==> src/rtl/ps2_scan_rx.sv <==
// PS/2 keyboard receiver. Synchronises and deglitches the pins, deserialises 11-bit frames,
// and folds E0/F0 prefixes into one key event word for the memory-mapped I/O block.
module ps2_scan_rx #(
    parameter int FILTER_LEN     = 8,
    parameter int TIMEOUT_CYCLES = 200000
) (
    input  logic        clk,
    input  logic        reset,
    input  logic        ps2_clk,
    input  logic        ps2_data,
    output logic [31:0] keyb_char,
    output logic        key_valid,
    output logic        frame_err
);

    localparam int FC_W = $clog2(FILTER_LEN + 1);
    localparam int WD_W = $clog2(TIMEOUT_CYCLES + 1);
    localparam logic [FC_W-1:0] FC_LAST = FC_W'(FILTER_LEN - 1);
    localparam logic [FC_W-1:0] FC_MAX  = {FC_W{1'b1}};
    localparam logic [WD_W-1:0] WD_LAST = WD_W'(TIMEOUT_CYCLES - 1);

    localparam logic [1:0] IDLE   = 2'd0;
    localparam logic [1:0] DATA   = 2'd1;
    localparam logic [1:0] PARITY = 2'd2;
    localparam logic [1:0] STOP   = 2'd3;

    function automatic logic [FC_W-1:0] sat_inc(input logic [FC_W-1:0] v);
        return (v == FC_MAX) ? v : v + 1'b1;
    endfunction

    logic clk_p0, clk_p1, dat_p0, dat_p1;
    logic filt_p2, fall_p2, dat_p2;
    logic [FC_W-1:0] fcnt_p2;

    logic [1:0]      state;
    logic [2:0]      bit_cnt;
    logic [7:0]      sh;
    logic            par;
    logic [WD_W-1:0] wd;
    logic            ext_p, brk_p;

    // Stage p0/p1: two-flop synchroniser, idle-high line
    always_ff @(posedge clk or posedge reset) begin
        if (reset) begin
            clk_p0 <= 1'b1;
            clk_p1 <= 1'b1;
            dat_p0 <= 1'b1;
            dat_p1 <= 1'b1;
        end else begin
            clk_p0 <= ps2_clk;
            clk_p1 <= clk_p0;
            dat_p0 <= ps2_data;
            dat_p1 <= dat_p0;
        end
    end

    // Stage p2: clock filter; level flips after FILTER_LEN consecutive differing samples
    always_ff @(posedge clk or posedge reset) begin
        if (reset) begin
            filt_p2 <= 1'b1;
            fcnt_p2 <= '0;
            fall_p2 <= 1'b0;
            dat_p2  <= 1'b1;
        end else begin
            fall_p2 <= 1'b0;
            dat_p2  <= dat_p1;
            if (clk_p1 == filt_p2) begin
                fcnt_p2 <= '0;
            end else if (fcnt_p2 == FC_LAST) begin
                filt_p2 <= clk_p1;
                fcnt_p2 <= '0;
                fall_p2 <= filt_p2;
            end else begin
                fcnt_p2 <= sat_inc(fcnt_p2);
            end
        end
    end

    // Frame FSM, watchdog and prefix decoder
    always_ff @(posedge clk or posedge reset) begin
        if (reset) begin
            state     <= IDLE;
            bit_cnt   <= '0;
            sh        <= '0;
            par       <= 1'b0;
            wd        <= '0;
            ext_p     <= 1'b0;
            brk_p     <= 1'b0;
            keyb_char <= '0;
            key_valid <= 1'b0;
            frame_err <= 1'b0;
        end else begin
            key_valid <= 1'b0;
            frame_err <= 1'b0;

            if (fall_p2 || state == IDLE) wd <= '0;
            else                          wd <= wd + 1'b1;

            if (fall_p2) begin
                case (state)
                    IDLE: begin
                        if (!dat_p2) begin
                            bit_cnt <= '0;
                            state   <= DATA;
                        end
                    end
                    DATA: begin
                        sh      <= {dat_p2, sh[7:1]};
                        bit_cnt <= bit_cnt + 1'b1;
                        if (bit_cnt == 3'd7) state <= PARITY;
                    end
                    PARITY: begin
                        par   <= dat_p2;
                        state <= STOP;
                    end
                    default: begin
                        state <= IDLE;
                        if (dat_p2 && (^{sh, par})) begin
                            if (sh == 8'hE0) begin
                                ext_p <= 1'b1;
                            end else if (sh == 8'hF0) begin
                                brk_p <= 1'b1;
                            end else begin
                                keyb_char <= {22'b0, brk_p, ext_p, sh};
                                key_valid <= 1'b1;
                                ext_p     <= 1'b0;
                                brk_p     <= 1'b0;
                            end
                        end else begin
                            frame_err <= 1'b1;
                            ext_p     <= 1'b0;
                            brk_p     <= 1'b0;
                        end
                    end
                endcase
            end else if (state != IDLE && wd == WD_LAST) begin
                // Stalled frame: drop the partial byte and any pending prefix
                state     <= IDLE;
                frame_err <= 1'b1;
                ext_p     <= 1'b0;
                brk_p     <= 1'b0;
            end
        end
    end

endmodule
==> config.mk <==
export PLATFORM = sky130hd
export DESIGN_NAME = ps2_scan_rx
export DESIGN_NICKNAME = d
export VERILOG_FILES = /design/src/rtl/ps2_scan_rx.sv
export SDC_FILE = /design/constraint.sdc
export NUM_CORES = 1
export LEC_CHECK = 0
export ABC_CLOCK_PERIOD_IN_PS = 2300
export BUFFER_PORTS_ARGS = -buffer_cell sky130_fd_sc_hd__buf_2
export CAP_MARGIN = 20
export CELL_PAD_IN_SITES_DETAIL_PLACEMENT = 1
export CELL_PAD_IN_SITES_GLOBAL_PLACEMENT = 1
export CORE_UTILIZATION = 41
export CTS_CLUSTER_DIAMETER = 100
export DETAILED_ROUTE_END_ITERATION = 8
export MAX_ROUTING_LAYER = met4
export PLACE_DENSITY_LB_ADDON = 0.3
export SYNTH_ARGS = -nofsm -noshare
export SYNTH_HDL_FRONTEND = slang
export SYNTH_SLANG_ARGS = --single-unit
==> constraint.sdc <==
create_clock -name clk -period 2.3 [get_ports clk]
set_input_delay 0.115 -clock clk [delete_from_list [all_inputs] [get_ports clk]]
set_output_delay 0.115 -clock clk [all_outputs]
set_load 0.05 [all_outputs]
== Yosys cells after proc, flatten, opt, wreduce, memory -nomap -nowiden ==
Cells that the tools add are included.

* Bits in registers: 57
* Input port bits: 4
* Output and inout port bits: 34
* Word-level logic and storage cells: 91

* Add/subtract/negate cells: 3
* Equality and inequality tests: 16
* Mux-type cells: 33
* Bitwise operators: 4
* Reductions and logical operators: 17

{| class="wikitable"
|+ Operator list
! operator !! number
|-
| 2-to-1 mux 1 bit || 22
|-
| adder 18 x 1 -> 18 bit (second input constant) || 1
|-
| equality test 18 bit (second input constant) || 1
|-
| 2-to-1 mux 18 bit || 1
|-
| equality test 8 bit (second input constant) || 2
|-
| 2-to-1 mux 4 bit || 3
|-
| != test 3 bit (second input constant) || 4
|-
| AND reduction 3 bit || 4
|-
| parity 9 bit || 1
|-
| 2-to-1 mux 2 bit || 4
|-
| one-hot mux 2 bit (3 select lines) || 1
|-
| one-hot mux 3 bit (2 select lines) || 1
|-
| AND reduction 2 bit || 3
|-
| nonzero test 2 bit || 3
|-
| AND reduction 5 bit || 1
|-
| adder 4 x 1 -> 4 bit (second input constant) || 1
|-
| equality test 4 x 3 -> 1 bit (second input constant) || 1
|-
| equality test 4 bit (second input constant) || 1
|-
| != test 2 bit (second input constant) || 2
|-
| != test 4 bit (second input constant) || 1
|-
| NOT 1 bit || 4
|-
| adder 3 x 1 -> 3 bit (second input constant) || 1
|-
| equality test 3 bit (second input constant) || 1
|-
| 2-to-1 mux 3 bit || 1
|-
| 7 further kinds || 8
|}

== Depth between registers and ports, before layout ==
Gate-level depths: netlist of run 1.

* Depth in word-level cells: 6
* Gate-level depth with buffers: 9
* Depth with buffers taken out: 8

== Worst setup path before layout of run 1 ==
OpenSTA, ideal clock, no wires.

* Path type: register -> register
* Start point: register sh[3]
* End point: register keyb_char[3]
* Library setup time: 125 ps
* Arrival time: 2036 ps
* Required time: 2175 ps
* Slack: 140 ps
* Cell stages (with the launch flop): 7
* Path buffers: 0
* Period minus slack after synthesis: 2160 ps
* Path through: dfrtp_1 -> xor2_1 -> xnor3_2 -> xnor2_1 -> and3_2 -> a21oi_4 -> mux2_2

* Longest elaborated chain between the ends: 3
* Elaborated cells on any way between the ends: 7
* Classes of those cells: eq/ne: 2; bitwise: 2; reduce/logical: 3

{| class="wikitable"
|+ Ends and longest elaborated chain
! item !! RTL line !! RTL
|-
| start, declared || 37 || <nowiki>logic [7:0] sh;</nowiki>
|-
| start signal, assigned || 108 || <nowiki>sh <= {dat_p2, sh[7:1]};</nowiki>
|-
| equality test 8 bit, or another cell as far along || 121 || <nowiki>end else if (sh == 8'hF0) begin</nowiki>
|-
| NOT 1 bit (no line) or logical AND 1 bit (tied branches) || n/a ||
|-
| AND reduction 5 bit (no line) || n/a ||
|-
| end signal, assigned || 124 || <nowiki>keyb_char <= {22'b0, brk_p, ext_p, sh};</nowiki>
|-
| end, declared || 11 || <nowiki>output logic [31:0] keyb_char,</nowiki>
|}

Parallel ways exist; a longest one is shown, timed or not.
A chain may end at the register's enable or synchronous reset.

== Worst setup path after layout of run 1 ==
* Start point: register sh[4]
* End point: register keyb_char[5]

* Longest elaborated chain between the ends: 3
* Elaborated cells on any way between the ends: 7
* Classes of those cells: eq/ne: 2; bitwise: 2; reduce/logical: 3

{| class="wikitable"
|+ Ends and longest elaborated chain
! item !! RTL line
|-
| equality test 8 bit, or another cell as far along || 121
|-
| NOT 1 bit (no line) or logical AND 1 bit (tied branches) || n/a
|-
| AND reduction 5 bit (no line) (*) || n/a
|}

Every way passes the cells marked *; elsewhere a longest branch is shown, timed or not.

==> results.cfg, run 1 <==
[outcome]
status = completed

[detailed_routing]
postRouteWirelength_um = 5330
drt_first_iter_violations = 38
drt_pass_1_iters = 4
vias = 1879
wl_per_cell_um = 14.2
route.antenna.remaining_nets = 0
viasPerCell = 5.01
remaining_drc_errors = 0

[sta]
layout_worst_path_cycle_share_pct = 96.9
unrepaired_setup_endpoints_after_global_routing = false
timing.fmax_ghz = 0.449
finalClockSkew_ps = 7.61
relSlewSlack_pct = 61.5
fin_setup_tns_ps = 0
setup_viol = 0
finalCriticalPeriod_ps = 2230
worst_pin_slew_ps = 577
report.final.hold_viol_count = 0
final_slew_viol_count = 0

[synth]
yosys-top-cells-area = sky130_fd_sc_hd__dfrtp_1 (45%), sky130_fd_sc_hd__mux2_2 (6.4%), sky130_fd_sc_hd__buf_4 (5.8%), sky130_fd_sc_hd__dfstp_2 (5.6%), sky130_fd_sc_hd__xnor2_1 (3.7%)
synth-edff-count = 0
synth-compound-area-share_pct = 8.17
post_synth_num_cell_types = 46
synth_largest_area_cell = sky130_fd_sc_hd__dfrtp_1
netlist_area_um2 = 2830
synth_cells = 257
synth_seq_area_share_pct = 50.6
synth.avg_cell_area_um2 = 11.0
post_synthesis_sequential_element_count = 57
netlist.area_leader.share_pct = 45.1
post_synth_and_or_nand_nor_area_fraction_pct = 14.6
synth_top_cells_by_count = sky130_fd_sc_hd__dfrtp_1 (51), sky130_fd_sc_hd__nor2_1 (26), sky130_fd_sc_hd__buf_4 (22)
xor_xnor_portion_of_the_synthesized_cell_area_pct = 8.26
synthFlopType = sky130_fd_sc_hd__dfrtp_1
adder_and_majority_gate_portion_of_the_synthesized_area_pct = 3.54
synth.yosys.warnings = 0
combinational_family_with_the_most_area_after_synthesis = simple AND/OR/NAND/NOR gates
most_common_cell_in_the_netlist = sky130_fd_sc_hd__dfrtp_1
async_reset_ff_share_pct = 100
synth_mux_area_share_pct = 6.72

[power_and_ir_drop]
power.leakage_uw = 0.00154
power_frac_seq_pct = 48.0
combPwrFrac_pct = 8.0
power_dissipated_by_switching_net_loads_uw = 565
ir_drop_uv = 501
power.density_nw_per_um2 = 680
power.clock.fraction_pct = 44.0
power.share.switching_pct = 25.2
p_int_uw = 1680

[cts]
cts-root-to-sink-buffers = 2
clock_network_latency_to_the_later_pin_of_the_worst_skew_pair_ps = 340
tritoncts = built
htree_levels = 3
cts_root_buffer = sky130_fd_sc_hd__clkbuf_8
clk_transition_reported_paths_ps = 70
clock_sinks = 57
cts_inserted_buffers = 9

[die]
initial_core_util_pct = 43.6
die-height_um = 85.1
number_of_top_level_pins = 38
fp.coreArea_um2 = 6490
fp.dieW_um = 85.1
floorplan.die_area_um2 = 7240
row_count = 29

[placed_design]
placedInstanceArea_um2 = 2980
placement.io_buffers = 15
detailed_place_hpwl_um = 3650
gp_routability_congestion = 0.770

[critical_path]
crit_path_max_fanout = 6
critPathLaunchType = flop
timing.critical_path.depth = 6
worstPathBufferInverterCount = 0
worst_path_largest_cell_delay_ps = 540
timing.critical_path.max_delay_family = XOR/XNOR gates
worst_setup_ep_type = flop
critical_path_class = reg -> reg
arrival_ps = 2450
crit_chain = xor2_1 -> xnor3_2 -> a41oi_2 -> o31ai_4 -> a21oi_4 -> mux2_2
rr_worst_depth = 6
critical_path.slowest_cell = sky130_fd_sc_hd__xnor3_2
cp.required_ps = 2530

[global_route]
grt_first_pass_wirelength_um = 9250
antenna_violations_before_repair = 0
track_usage_pct = 17.2
grt_max_degree = 33
global_route.overflow_total = 0
grt_pass1_vias = 1906

[finish]
area.growth.synth_to_final_pct = 16.4
drive_above_1_share_pct = 27.2
antenna_cells = 0
nNetsFinal = 305
layout.core_utilization_pct = 50.7
design_area_um2 = 3300

[flow_run]
max_cap_check_violation_count = 0

[hold_path]
hold_class = reg -> reg
worstHoldPathCells = 0
==> state kept, by name, summed over array words and instances (netlist names) <==
signal,cells
bit_cnt,3
brk_p,1
clk_p0,1
clk_p1,1
dat_p0,1
dat_p1,1
dat_p2,1
ext_p,1
fall_p2,1
fcnt_p2,4
filt_p2,1
frame_err,1
key_valid,1
keyb_char,10
par,1
sh,8
state,2
wd,18
==> cell type report <==
type,instances,area (µm²)
well taps,77,96.3
clock buffers,12,165
inverters,10,37.5
fillers,702,3200
clock inverters,4,50.0
repair buffers,30,208
multi-input cells,185,1310
flip-flops and latches,57,1430
==> cells in the final DEF (no fill, tap or decap), types with 11 or more instances in the layout <==
cell | Yosys | final
sky130_fd_sc_hd__clkbuf_8 | 0 | 12
sky130_fd_sc_hd__mux2_2 | 16 | 16
sky130_fd_sc_hd__nand2_1 | 14 | 14
sky130_fd_sc_hd__nor2_1 | 26 | 26
sky130_fd_sc_hd__conb_1 | 1 | 22
sky130_fd_sc_hd__dfrtp_1 | 51 | 51
sky130_fd_sc_hd__buf_2 | 2 | 15
sky130_fd_sc_hd__xor2_1 | 12 | 12
sky130_fd_sc_hd__buf_4 | 22 | 11
==> what timing repair did <==
item	4_1_cts	5_1_grt
gates cloned	1	0
pin swaps	1	1
buffers inserted	2	0
resized for setup	2	4
setup endpoints to repair	1	9
hold buffers	3	0
endpoints found under the hold margin	27	0
==> through the flow <==
step | hold WS [ps] | setup WS, ps | std cells | total power, µW
global route | 362 | 2.61 | 375 | 2340
floorplan | 119 | 140 | 278 | 1270
detailed placement | 212 | 18.7 | 353 | 1270
finish | 356 | 72.2 | 375 | 2240
global placement | 203 | 51.8 | 353 | 1260
CTS | 357 | 41.3 | 375 | 2290
==> kinds of logic after synthesis <==
family	after synthesis
mux	17
compound gates	31
xor+xnor	25
flops	57
buf+inv	37
fa+ha+maj	8
simple gates	81
other cells	1
==> worst reg2reg max path, delay by kind of cell, from the launching register on <==
family	cells	cell delay [ps]
xor+xnor	2	690
flops	1	410
compound gates	3	660
mux	1	360
==> metal layers <==
metal  routed length [µm]  global-route usage [%]  vias to the layer above
met3                  163                    5.25                       10
li1                     -                       -                      921
met1                 2510                    21.1                      921
met2                 2570                    26.5                       27
met4                   83                    7.40                        0
met5                    0                       -                        -
==> path summary, 6_finish.rpt <==
kind	end	slack [ps]	start
max reg2reg	keyb_char[5]$_DFFE_PP0P_	70	sh[4]$_DFFE_PP0P_
max in group asynchronous	clk_p1$_DFF_PP1_	1270	reset
max	keyb_char[5]$_DFFE_PP0P_	70	sh[4]$_DFFE_PP0P_
min in group asynchronous	wd[4]$_DFF_PP0_	390	reset
min reg2reg	dat_p1$_DFF_PP1_	360	dat_p0$_DFF_PP1_
min	dat_p1$_DFF_PP1_	360	dat_p0$_DFF_PP1_
==> power groups by stage <==
stage | logic, µW | registers [µW] | clock network [µW]
2_1_floorplan | 182 | 1080 | 0
3_3_place_gp | 173 | 1090 | 0
3_5_place_dp | 180 | 1090 | 0
4_1_cts | 183 | 1070 | 1030
5_1_grt | 198 | 1080 | 1060
6_report | 179 | 1080 | 987
(Power assumes the default switching activity.)
==> inputs of run 2 (changes only) <==
--- a/config.mk
+++ b/config.mk
@@ -10,7 +10,7 @@
 export CAP_MARGIN = 20
 export CELL_PAD_IN_SITES_DETAIL_PLACEMENT = 1
 export CELL_PAD_IN_SITES_GLOBAL_PLACEMENT = 1
-export CORE_UTILIZATION = 41
+export CORE_UTILIZATION = 25
 export CTS_CLUSTER_DIAMETER = 100
 export DETAILED_ROUTE_END_ITERATION = 8
 export MAX_ROUTING_LAYER = met4
==> run 2 against run 1 <==
Net effect:
- final area increased by 4.6%
- first-iteration DRC count decreased by 47%
- clock-buffer cell count increased by 1
- combinational power decreased by 2%
- worst hold slack got worse by 350 ps
- final cell count increased by 17%
- wire length increased by 2.6%
- flip-flop and latch count unchanged
- critical path type unchanged
- largest cell class unchanged
==> results.cfg, run 2 (synthesis results as in run 1) <==
[sta]
report.final.hold_viol_count = 0
setup_viol = 0
timing.fmax_ghz = 0.452
layout_worst_path_cycle_share_pct = 96.2
worst_pin_slew_ps = 729
finalClockSkew_ps = 6.09
finalCriticalPeriod_ps = 2210
unrepaired_setup_endpoints_after_global_routing = true
hold_ws_ps = 4.43
final_slew_viol_count = 0
final_critical_path_setup_slack_ps = 88.4
relSlewSlack_pct = 51.4

[detailed_routing]
route.antenna.remaining_nets = 0
drt_first_iter_violations = 20
drt_pass_1_iters = 4
viasPerCell = 4.33
postRouteWirelength_um = 5470
vias = 1901
remaining_drc_errors = 0
wl_per_cell_um = 12.5

[critical_path]
crit_chain = xor2_1 -> xnor3_2 -> xnor2_1 -> and3_2 -> a21oi_4 -> mux2_2
worstReg2RegEnd = keyb_char[4]$_DFFE_PP0P_
arrival_ps = 2410
cp.required_ps = 2500
critical_path.slowest_cell = sky130_fd_sc_hd__xnor3_2
worst_path_largest_cell_delay_ps = 520
rr_worst_depth = 6
crit_start = sh[3]$_DFFE_PP0P_
critical_path_class = reg -> reg
rr_startpoint = sh[3]$_DFFE_PP0P_
crit_path_max_fanout = 6
critPathLaunchType = flop
regToRegSetupSlack_ps = 90
worst_setup_ep_type = flop
worstSetupEndpoint = keyb_char[4]$_DFFE_PP0P_

[global_route]
track_usage_pct = 11.2
global_route.overflow_total = 0
grt_max_degree = 58
grt_first_pass_wirelength_um = 9650
grt_pass1_vias = 1924
antenna_violations_before_repair = 0

[finish]
nNetsFinal = 306
antenna_cells = 0
layout.core_utilization_pct = 31.5
design_area_um2 = 3450
area.growth.synth_to_final_pct = 21.7
register_name_with_the_most_flops = wd
drive_above_1_share_pct = 26.8
largest_registers_in_the_final_layout = wd: 18 flops, keyb_char: 10 flops, sh: 8 flops
largest_register_ff_count = 18
fill_cells = 1239
mostFrequentLayoutCell = sky130_fd_sc_hd__dfrtp_1
leading_cell_types_in_the_layout_fill_and_taps_excluded = sky130_fd_sc_hd__dfrtp_1 (51), sky130_fd_sc_hd__nor2_1 (26), sky130_fd_sc_hd__conb_1 (22), sky130_fd_sc_hd__mux2_2 (16), sky130_fd_sc_hd__buf_2 (15)

[die]
floorplan.die_area_um2 = 11800
number_of_top_level_pins = 38
fp.dieW_um = 108
fp.coreArea_um2 = 10900
die-height_um = 108
initial_core_util_pct = 25.9
row_count = 38

[outcome]
status = completed

[cts]
cts_inserted_buffers = 9
htree_levels = 3
cts-root-to-sink-buffers = 2
cts_root_buffer = sky130_fd_sc_hd__clkbuf_16
clk_transition_reported_paths_ps = 50
clock_sinks = 57
tritoncts = built
clock_network_latency_to_the_later_pin_of_the_worst_skew_pair_ps = 320

[hold_path]
hold_class = in -> async

[placed_design]
placedInstanceArea_um2 = 3060
detailed_place_hpwl_um = 3590
gp_routability_congestion = 0.707
placement.io_buffers = 15
dp_slack_ps = -16.3

[power_and_ir_drop]
power.density_nw_per_um2 = 736
p_total_uw = 2540
ir_drop_uv = 372
power.leakage_uw = 0.00159

[flow_run]
max_cap_check_violation_count = 0
-- run 2: changes by cell type in the layout (fill, tap and decap cells not counted), sizes merged --
| cell | change |
|---|---|
| dlygate4sd3 | -1 |
| clkbuf | +1 |
| clkinvlp | -2 |
| buf | +2 |
| clkinv | +1 |
-- run 2: worst min-delay path by stage --
stage	from	to	slack (ps)	cells past startpoint
2_1_floorplan	ps2_clk	clk_p0$_DFF_PP1_	120	0
3_3_place_gp	ps2_clk	clk_p0$_DFF_PP1_	220	1
3_5_place_dp	ps2_clk	clk_p0$_DFF_PP1_	220	1
4_1_cts	reset	wd[12]$_DFF_PP0_	30	3
5_1_grt	reset	wd[12]$_DFF_PP0_	70	3
6_report	reset	wd[12]$_DFF_PP0_	4	3
-- run 2: routing by layer --
layer | part of all wire (%) | global-route usage, % | vias to the layer above
li1 | - | - | 920
met1 | 47 | 13.8 | 937
met2 | 47 | 16.5 | 34
met3 | 3.9 | 3.68 | 10
met4 | 2.0 | 5.12 | 0
met5 | 0 | - | -
-- run 2: critical path: cells and delay by family, from the launching register on --
family / cells / cell delay, ps
AND/OR/NAND/NOR: 1 / 280
flip-flops: 1 / 380
XOR/XNOR: 3 / 860
AO/OA/AOI/OAI: 1 / 210
multiplexers: 1 / 370
-- run 2: cell type report --
| class | count | area (µm²) | share of cell area, % |
|---|---|---|---|
| clock buffers | 13 | 250 | 7.26 |
| flip-flops and latches | 57 | 1430 | 41.6 |
| well taps | 140 | 175 | 5.08 |
| multi-input cells | 185 | 1310 | 37.9 |
| inverters | 10 | 37.5 | 1.09 |
| repair buffers | 31 | 204 | 5.92 |
| clock inverters | 3 | 40.0 | 1.16 |
-- run 2: per-stage QoR --
step	cells	TNS [ps]
5_1_grt	439	-190
6_report	439	0
3_3_place_gp	418	0
2_1_floorplan	278	0
4_1_cts	439	0
3_5_place_dp	418	-17.3
-- run 2: report_power, final --
group	internal [µW]	total, µW	switching [µW]	leakage, µW
clock	863	1290	427	0.000144
combinational	42.2	175	133	0.000671
sequential	1050	1070	28.1	0.000773
total	1950	2540	588	0.00159
-- run 2: what timing repair did --
action                                 4_1_cts  5_1_grt
cloned                                       1        0
setup buffers                                2        0
hold buffers                                 2        0
pin swaps                                    1        2
gates resized for setup                      1        7
setup endpoints to repair                    7       14
endpoints found under the hold margin        2        0
==> inputs of run 3 (changes only) <==
--- a/config.mk
+++ b/config.mk
@@ -5,7 +5,7 @@
 export SDC_FILE = /design/constraint.sdc
 export NUM_CORES = 1
 export LEC_CHECK = 0
-export ABC_CLOCK_PERIOD_IN_PS = 2300
+export ABC_CLOCK_PERIOD_IN_PS = 2200
 export BUFFER_PORTS_ARGS = -buffer_cell sky130_fd_sc_hd__buf_2
 export CAP_MARGIN = 20
 export CELL_PAD_IN_SITES_DETAIL_PLACEMENT = 1
==> constraint.sdc (replaced) <==
create_clock -name clk -period 2.2 [get_ports clk]
set_input_delay 0.11 -clock clk [delete_from_list [all_inputs] [get_ports clk]]
set_output_delay 0.11 -clock clk [all_outputs]
set_load 0.05 [all_outputs]
==> run 3 against run 2 <==
Net effect:
- maximum frequency increased by 1.0%
- critical path type unchanged
- global-route usage increased by 0.17 points
- worst hold slack improved by 350 ps
- via count increased by 2.8%
- non-clock buffer count increased by 10
==> results.cfg, run 3 (synthesis results as in run 1) <==
[outcome]
status = completed

[detailed_routing]
wl_per_cell_um = 12.5
viasPerCell = 4.35
vias = 1955
postRouteWirelength_um = 5610
drt_first_iter_violations = 42
route.antenna.remaining_nets = 0
remaining_drc_errors = 0
drt_pass_1_iters = 4

[power_and_ir_drop]
power.density_nw_per_um2 = 807
ir_drop_uv = 385
power.clock.fraction_pct = 55.1
power_frac_seq_pct = 38.5
power.share.switching_pct = 22.0
p_int_uw = 2270
combPwrFrac_pct = 6.3
power_dissipated_by_switching_net_loads_uw = 642
power.leakage_uw = 0.00165

[placed_design]
detailed_place_hpwl_um = 3930
gp_routability_congestion = 0.720
placement.io_buffers = 15

[critical_path]
cp_common_cell = sky130_fd_sc_hd__xnor2_1
worst_path_largest_cell_delay_ps = 540
crit_path_max_fanout = 6
rr_startpoint = sh[7]$_DFFE_PP0P_
regToRegSetupSlack_ps = 10
critical_path_class = reg -> reg
arrival_ps = 2400
critPathLaunchType = flop
crit_start = sh[7]$_DFFE_PP0P_
cp.required_ps = 2410
worst_setup_ep_type = flop
critical_path.slowest_cell = sky130_fd_sc_hd__xnor3_2
worstReg2RegEnd = keyb_char[4]$_DFFE_PP0P_
crit_chain = xnor2_1 -> xnor3_2 -> xnor2_1 -> and3_4 -> a21oi_4 -> mux2_2
rr_worst_depth = 6

[hold_path]
min_from = clk_p0$_DFF_PP1_
hold_class = reg -> reg
worstHoldEndpoint = clk_p1$_DFF_PP1_
worstHoldPathCells = 0

[global_route]
grt_pass1_vias = 2037
global_route.overflow_total = 0
grt_first_pass_wirelength_um = 9810
antenna_violations_before_repair = 0
grt_max_degree = 37
track_usage_pct = 11.4

[die]
fp.coreArea_um2 = 10900
die-height_um = 108
initial_core_util_pct = 25.9
row_count = 38
floorplan.die_area_um2 = 11800
fp.dieW_um = 108
number_of_top_level_pins = 38

[sta]
final_slew_viol_count = 0
worst_pin_slew_ps = 729
relSlewSlack_pct = 51.4
setup_viol = 0
report.final.hold_viol_count = 0
finalCriticalPeriod_ps = 2190
unrepaired_setup_endpoints_after_global_routing = true
fin_setup_tns_ps = 0
timing.fmax_ghz = 0.457
finalClockSkew_ps = 6.83
layout_worst_path_cycle_share_pct = 99.5

[finish]
fill_cells = 1220
area.growth.synth_to_final_pct = 27.5
leading_cell_types_in_the_layout_fill_and_taps_excluded = sky130_fd_sc_hd__dfrtp_1 (51), sky130_fd_sc_hd__nor2_1 (26), sky130_fd_sc_hd__buf_4 (23), sky130_fd_sc_hd__conb_1 (22), sky130_fd_sc_hd__mux2_2 (16)
multi_input_comb_area_um2 = 1340
mostFrequentLayoutCell = sky130_fd_sc_hd__dfrtp_1
register_name_with_the_most_flops = wd
nNetsFinal = 316
largest_registers_in_the_final_layout = wd: 18 flops, keyb_char: 10 flops, sh: 8 flops
layout.core_utilization_pct = 33.0
antenna_cells = 0
largest_register_ff_count = 18
final-seq-area_um2 = 1430
drive_above_1_share_pct = 30.1

[cts]
tritoncts = built
clock_sinks = 57
cts_inserted_buffers = 9
clk_transition_reported_paths_ps = 50
cts_root_buffer = sky130_fd_sc_hd__clkbuf_16
cts-root-to-sink-buffers = 2
clock_network_latency_to_the_later_pin_of_the_worst_skew_pair_ps = 330
htree_levels = 3

[flow_run]
max_cap_check_violation_count = 0
==> run 3: changes by cell type in the layout (fill, tap and decap cells not counted), moves of 2 or more <==
| cell | previous run | this run |
|---|---|---|
| sky130_fd_sc_hd__buf_4 | 13 | 23 |
| sky130_fd_sc_hd__clkbuf_1 | 3 | 1 |
| sky130_fd_sc_hd__bufinv_16 | 1 | 3 |
| sky130_fd_sc_hd__xnor2_1 | 11 | 9 |
==> run 3: final cells by class <==
type	count	area share (%)
clock buffers	11	6.72
clock inverters	5	2.84
inverters	10	1.04
multi-input cells	185	37.1
flip-flops and latches	57	39.7
well taps	140	4.85
repair buffers	41	7.69
==> run 3: stage by stage <==
stage / setup WS [ps] / instances / hold WS (ps) / cell area (µm²) / total power, µW
after floorplan: 39.7 / 278 / 114 / 2910 / 1320
after global placement: -7.02 / 425 / 215 / 3120 / 1320
after detailed placement: -76.2 / 425 / 217 / 3120 / 1320
after CTS: 13.2 / 447 / 354 / 3540 / 2960
after global routing: -66.8 / 449 / 359 / 3610 / 3030
final: 10.4 / 449 / 354 / 3610 / 2910
==> run 3: worst max-delay path: cells and delay by family (launching register included) <==
kind / cells / cell delay, ps
compound gates: 1 / 200
xor+xnor: 3 / 910
flops: 1 / 380
mux: 1 / 370
simple gates: 1 / 220
==> run 3: timing repair <==
action,in CTS,in global routing
buffers inserted,2,2
resized for setup,3,8
endpoints found under the setup margin,7,13
hold endpoints to repair,30,0
hold buffers,3,0
pin swaps,1,7
cloned,1,0
==> run 3: worst max-delay path by stage <==
stage	endpoint	depth (start not counted)
final	keyb_char[4]$_DFFE_PP0P_	6
after global placement	keyb_char[4]$_DFFE_PP0P_	6
after floorplan	keyb_char[3]$_DFFE_PP0P_	6
after detailed placement	keyb_char[4]$_DFFE_PP0P_	6
after global routing	keyb_char[4]$_DFFE_PP0P_	6
after CTS	keyb_char[4]$_DFFE_PP0P_	6
==> run 3: metal layers <==
metal	up-vias	global-route usage [%]	wire (µm)
met4	0	4.05	61
met5	-	-	0
met1	968	12.9	2550
met3	6	4.52	222
li1	944	-	-
met2	37	18.0	2780
==> run 3: power by group through the flow <==
| stage | combinational, µW | sequential [µW] | clock, µW |
|---|---|---|---|
| final | 184 | 1120 | 1610 |
| after global routing | 201 | 1130 | 1700 |
| after CTS | 188 | 1120 | 1650 |
| after detailed placement | 184 | 1140 | 0 |
| after global placement | 181 | 1140 | 0 |
| after floorplan | 190 | 1130 | 0 |
